`src/rtl/calc_seq_alu.sv`:
```
// calc_seq_alu
//   Multi-cycle signed arithmetic unit for the calculator datapath.
//   Add and sub finish in one cycle. Mul is shift-add and div is restoring,
//   each one bit per cycle, so there is no combinational WIDTH x WIDTH array.
//
// Ports
//   clk, rst   rising-edge clock, asynchronous active-high reset
//   start      request, accepted only while busy=0
//   op         00 add, 01 sub, 10 mul, 11 div (sampled with start)
//   a, b       WIDTH-bit two's-complement operands (sampled with start)
//   busy       high from the accept edge until done drops
//   done       one-cycle pulse; res and flags are valid from this cycle
//   res        2*WIDTH result; for div it is {remainder, quotient}
//   neg        sign of the result (quotient MSB for div)
//   div_zero   the division had a zero divisor
//   ovf        div quotient not representable (-2^(W-1) / -1)
//   state_dbg  current FSM state, for observation only
//
// Handshake: a request is taken on a rising edge where start=1 and busy=0.
// From that edge busy stays high until the cycle after the single done pulse.
// start is ignored whenever busy=1, including the done cycle. Nothing is queued.
// res and the flags hold their values until the next accepted request.
module calc_seq_alu #(
  parameter int WIDTH = 8
) (
  input  logic               clk,
  input  logic               rst,
  input  logic               start,
  input  logic [1:0]         op,
  input  logic [WIDTH-1:0]   a,
  input  logic [WIDTH-1:0]   b,
  output logic               busy,
  output logic               done,
  output logic [2*WIDTH-1:0] res,
  output logic               neg,
  output logic               div_zero,
  output logic               ovf,
  output logic [1:0]         state_dbg
);

  localparam int CW = $clog2(WIDTH + 1);

  typedef enum logic [1:0] {
    IDLE = 2'd0,
    CALC = 2'd1,
    FIX  = 2'd2,
    DONE = 2'd3
  } state_t;

  state_t state_q, state_d;

  logic [CW-1:0]      count_q;
  logic               is_div_q;
  logic               sign_q;     // sign of product / quotient
  logic               a_sign_q;   // dividend sign, given to the remainder
  logic [WIDTH-1:0]   mag_b_q;
  // mul: {partial high, multiplier bits still to consume}
  // div: {partial remainder, dividend bits shifting into the quotient}
  logic [2*WIDTH-1:0] acc_q;

  logic               accept;
  logic               short_op;
  logic [WIDTH-1:0]   mag_a, mag_b;
  logic [2*WIDTH-1:0] a_ext, b_ext, addsub;
  logic [WIDTH:0]     mul_sum;
  logic [2*WIDTH-1:0] mul_next;
  logic [WIDTH:0]     trial;
  logic [2*WIDTH-1:0] div_next;
  logic [WIDTH-1:0]   q_mag, r_mag, q_s, r_s;
  logic [2*WIDTH-1:0] prod_s;

  assign accept   = start && (state_q == IDLE);
  assign short_op = !op[1] || (op[0] && (b == '0));

  // -2^(W-1) negates to itself, which read as unsigned is the right magnitude.
  assign mag_a = a[WIDTH-1] ? -a : a;
  assign mag_b = b[WIDTH-1] ? -b : b;

  assign a_ext  = {{WIDTH{a[WIDTH-1]}}, a};
  assign b_ext  = {{WIDTH{b[WIDTH-1]}}, b};
  assign addsub = op[0] ? (a_ext - b_ext) : (a_ext + b_ext);

  // Shift-add: add the multiplicand into the high half when the LSB is set,
  // then shift the whole register right, carry included.
  assign mul_sum  = {1'b0, acc_q[2*WIDTH-1:WIDTH]} +
                    {1'b0, (acc_q[0] ? mag_b_q : {WIDTH{1'b0}})};
  assign mul_next = {mul_sum, acc_q[WIDTH-1:1]};

  // Restoring step: bring the next dividend bit into the remainder and try
  // subtracting the divisor; a borrow (trial MSB) means keep the old value.
  // The remainder is always below the divisor, so its MSB is zero and the
  // plain left shift in the restore case loses nothing.
  assign trial    = {acc_q[2*WIDTH-1:WIDTH], acc_q[WIDTH-1]} - {1'b0, mag_b_q};
  assign div_next = trial[WIDTH] ? {acc_q[2*WIDTH-2:0], 1'b0}
                                 : {trial[WIDTH-1:0], acc_q[WIDTH-2:0], 1'b1};

  assign q_mag  = acc_q[WIDTH-1:0];
  assign r_mag  = acc_q[2*WIDTH-1:WIDTH];
  assign q_s    = sign_q   ? -q_mag : q_mag;
  assign r_s    = a_sign_q ? -r_mag : r_mag;
  assign prod_s = sign_q   ? -acc_q : acc_q;

  always_ff @(posedge clk or posedge rst) begin
    if (rst) state_q <= IDLE;
    else     state_q <= state_d;
  end

  always_comb begin
    state_d = state_q;
    case (state_q)
      IDLE: if (accept) state_d = short_op ? DONE : CALC;
      CALC: if (count_q == CW'(1)) state_d = FIX;
      FIX:  state_d = DONE;
      DONE: state_d = IDLE;
      default: state_d = IDLE;
    endcase
  end

  always_ff @(posedge clk or posedge rst) begin
    if (rst) begin
      count_q  <= '0;
      is_div_q <= 1'b0;
      sign_q   <= 1'b0;
      a_sign_q <= 1'b0;
      mag_b_q  <= '0;
      acc_q    <= '0;
      res      <= '0;
      neg      <= 1'b0;
      div_zero <= 1'b0;
      ovf      <= 1'b0;
    end else begin
      case (state_q)
        IDLE: begin
          if (accept) begin
            res      <= '0;
            neg      <= 1'b0;
            div_zero <= 1'b0;
            ovf      <= 1'b0;
            is_div_q <= op[0];
            sign_q   <= a[WIDTH-1] ^ b[WIDTH-1];
            a_sign_q <= a[WIDTH-1];
            mag_b_q  <= mag_b;
            acc_q    <= {{WIDTH{1'b0}}, mag_a};
            count_q  <= CW'(WIDTH);
            if (!op[1]) begin
              res <= addsub;
              neg <= addsub[2*WIDTH-1];
            end else if (op[0] && (b == '0)) begin
              div_zero <= 1'b1;
            end
          end
        end
        CALC: begin
          acc_q   <= is_div_q ? div_next : mul_next;
          count_q <= count_q - CW'(1);
        end
        FIX: begin
          if (is_div_q) begin
            res <= {r_s, q_s};
            neg <= q_s[WIDTH-1];
            // Magnitude 2^(W-1) with a positive sign only arises for -2^(W-1)/-1.
            ovf <= !sign_q && q_mag[WIDTH-1];
          end else begin
            res <= prod_s;
            neg <= prod_s[2*WIDTH-1];
          end
        end
        default: ;
      endcase
    end
  end

  assign busy      = (state_q != IDLE);
  assign done      = (state_q == DONE);
  assign state_dbg = state_q;

endmodule
```
`config.mk`:
```
export PLATFORM = sky130hd
export DESIGN_NAME = calc_seq_alu
export DESIGN_NICKNAME = d
export VERILOG_FILES = /design/src/rtl/calc_seq_alu.sv
export SDC_FILE = /design/constraint.sdc
export NUM_CORES = 1
export LEC_CHECK = 0
export BUFFER_PORTS_ARGS = -buffer_cell sky130_fd_sc_hd__buf_4
export CORE_MARGIN = 3
export CORE_UTILIZATION = 32
export DETAILED_ROUTE_END_ITERATION = 7
export PLACE_DENSITY = 0.54
export SLEW_MARGIN = 20
export SYNTH_ARGS = -nofsm -noshare
export SYNTH_HDL_FRONTEND = slang
export SYNTH_SLANG_ARGS = --single-unit
```
`constraint.sdc`:
```
create_clock -name clk -period 5.04 [get_ports clk]
set_input_delay 0.504 -clock clk [delete_from_list [all_inputs] [get_ports clk]]
set_output_delay 0.504 -clock clk [all_outputs]
set_load 0.02 [all_outputs]
```
==> run_results.csv <==
group,metric,value,unit
timing,final_hold_viol_count,0,
cts,cts_inserted_buffers,5,
setup_path,path_max_fanout,9,
worst_hold_path,hp-class,"primary input to asynchronous set/reset pin",
yosys,ys_ff_latch,52,
final_layout,drive_gt1_share,12.3,%
placement,place_congestion,0.903,
cts,cts_root_buf,"clkbuf_16",
final_layout,multi_input_comb_area,0.00291,mm²
cts,cts_tree,"yes",
timing,slew_headroom,37.3,%
die,coreArea,0.0134,mm²
global_routing,antenna_found_initial,0,
final_layout,fin_util,37.7,%
final_layout,final_cell_mix,"nand2_1, dfrtp_1, o21ai_0, buf_4, nor2_1",
placement,dpl.hpwl,9280,µm
global_routing,grt_usage,16.8,%
routing,wl_per_cell,16.3,µm
yosys,synthMuxAreaShare,4.20,%
timing,fin_skew,0.00237,ns
die,rows,42,
setup_path,cp.required,5.25,ns
yosys,synth_edf_count,0,
cts,post_cts.repair.setup_buffers,0,
timing,min_period_over_period,64.2,%
setup_path,end_kind,"register",
final_layout,diodes,0,
routing,viasPerCell,5.28,
yosys,yosys.area_share.simple,20.3,%
routing,firstDrtPassIters,4,
die,initial_core_util,33.1,%
routing,drc,0,
global_routing,first_global_vias,3926,
final_layout,ff_latch_area,0.00130,mm²
cts,clk_latency,0.30,ns
status,outcome,"completed",
cts,cts_hold_buf,0,
yosys,synth_top_family_by_area,"compound AO/OA/AOI/OAI gates",
run,maxCapViolCount,0,
cts,cts_num_sinks,52,
placement,portBuffers,43,
timing,worst-slew-pin-transition,0.941,ns
die,die_h,124,µm
yosys,netlist_instances,545,
pwr,vdd_ir_drop_max,452,µV
yosys,syn_area,0.00444,mm²
die,io-pin-count,44,
timing,rsz0062_at_grt,"false",
die,fp.dieArea,0.0153,mm²
yosys,synth-xor-area-share,8.49,%
setup_path,cp.arrival,3.45,ns
setup_path,cp-start-kind,"primary input",
final_layout,fillerInstances,1377,
global_routing,grt_start_max_net_pins,53,
yosys,synth-adder-area-share,11.2,%
setup_path,crit_type,"primary input to register",
routing,wl,12200,µm
yosys,seq_area_frac_synth,29.3,%
timing,fmax,0.309,GHz
global_routing,grt_pass1_wl,20300,µm
cts,ctsResizeCount,0,
yosys,async_flop_share,100,%
yosys,synth_cell_type_count,60,
routing,postRouteAntennaNets,0,
timing,setup_tns,0,ns
cts,h-tree-depth,2,
cts,clk_pin_slew,0.07,ns
timing,fin_crit,3.24,ns
yosys,avgSynthCellArea,8.14,µm²
timing,setup_viol,0,
yosys,synth_compound_area_share,21.3,%
routing,drt-initial-drc-count,160,
timing,slew_viol_final,0,
die,fp.dieW,124,µm
cts,max-clock-path-buffers,2,
yosys,syn-num-nets,604,
routing,vias,3964,
pwr,p_leak,2.21,nW
final_layout,fin_nets,634,
final_layout,area_growth,13.8,%
pwr,powerDensity,664,mW/mm²
yosys,yosys_warnings,0,
yosys,synth_ff_type,"dfrtp_1",
final_layout,final_common_cell,"nand2_1",
global_routing,gr-total-overflow,0,
## per-stage QoR
stage	hold slack [ns]	instance area (µm²)	worst slack, ns	cells	power (mW)
after floorplan	0.450	4440	2.01	545	2.40
after global placement	0.472	4910	1.64	744	2.96
after detailed placement	0.475	4910	1.53	744	3.00
after global routing	0.478	5050	1.61	751	3.67
after CTS	0.437	5050	1.84	751	3.37
final	0.391	5050	1.80	751	3.35
## per-layer routing
layer  vias up  wire length, µm  global-route usage, %  part of all wire, %
met4         0              156                   4.08                  1.3
met1      1883             5920                   23.9                   48
met5         -                0                      0                    0
met2        87             5550                   26.6                   45
met3        10              626                   2.63                  5.1
li1       1984                -                      -                    -
## kinds of logic after synthesis
logic type,after synthesis
buffers and inverters,57
AND/OR/NAND/NOR,187
multiplexers,18
AO/OA/AOI/OAI,150
flip-flops,52
adder cells (fa/ha/maj),38
XOR/XNOR,43
## cell usage after synthesis (2+ instances only)
cell / instances / share of area [%]
o211ai_1: 8 / 1.4
o41ai_1: 4 / 0.79
o21bai_1: 3 / 0.51
o21a_1: 4 / 0.68
and2_1: 2 / 0.28
a21oi_1: 38 / 4.3
nor2b_1: 13 / 1.8
inv_1: 31 / 2.6
a41oi_1: 2 / 0.39
nor3b_1: 3 / 0.51
nor4_1: 3 / 0.42
nor3_1: 15 / 1.7
a32oi_1: 2 / 0.39
nand2b_1: 11 / 1.6
o21ai_0: 49 / 5.5
nor2_1: 47 / 4.0
buf_2: 2 / 0.23
fa_1: 3 / 1.4
o31a_1: 3 / 0.59
ha_1: 35 / 9.9
clkbuf_1: 20 / 1.7
nand3_1: 7 / 0.79
o21ai_1: 2 / 0.23
nand4_1: 2 / 0.28
a31oi_1: 2 / 0.28
or3_4: 2 / 0.51
nand3b_1: 2 / 0.34
a211oi_1: 2 / 0.34
o221ai_1: 4 / 0.79
buf_6: 2 / 0.51
a221oi_1: 5 / 0.99
xnor2_1: 33 / 6.5
o31ai_1: 4 / 0.68
dfrtp_1: 52 / 29
o311ai_0: 2 / 0.39
nand2_1: 64 / 5.4
o22ai_1: 2 / 0.28
o2111ai_1: 2 / 0.39
mux2i_1: 13 / 2.9
a21o_1: 4 / 0.68
mux2_2: 5 / 1.3
or3_1: 9 / 1.3
xor2_1: 10 / 2.0
## final timing paths
check / from / end / slack (ns) / depth (start not counted)
max: b[1] / neg / 1.80 / 13
min: rst / res[11] / 0.39 / 3
max reg2reg: acc_q[7] / acc_q[12] / 1.98 / 10
min reg2reg: res[14] / res[14] / 0.49 / 2
max in group asynchronous: rst / mag_b_q[5] / 4.16 / 3
min in group clk: res[14] / res[14] / 0.49 / 2
## power by group
group | internal, mW | switching [mW]
Clock | 0.184 | 0.171
Combinational | 0.902 | 1.26
Sequential | 0.605 | 0.230
Total | 1.69 | 1.66
## cell type report
class / count / area share [%]
Clock buffer: 5 / 2.48
Clock inverter: 2 / 0.322
Inverter: 32 / 2.38
Multi-Input combinational cell: 436 / 57.6
Sequential cell: 52 / 25.8
Tap cell: 176 / 4.36
Timing Repair Buffer: 48 / 7.13
## worst max-delay path, stage by stage
cell and delay [ns]:
buf_4 0.12, or3_1 0.40, or3_1 0.36, nor3_1 0.18
ha_1 0.27, inv_1 0.06, o21ai_0 0.09, ha_1 0.20
or3_1 0.30, nor3_1 0.18, nor3_1 0.06, nand3b_1 0.40
a41oi_1 0.32
## sequential cells by signal (all words and copies together), names as in the netlist
| signal | cells |
|---|---|
| state_dbg | 2 |
| ovf | 1 |
| is_div_q | 1 |
| div_zero | 1 |
| count_q | 4 |
| res | 16 |
| neg | 1 |
| mag_b_q | 8 |
| sign_q | 1 |
| a_sign_q | 1 |
| acc_q | 16 |
Power figures use the tool's default switching activity.
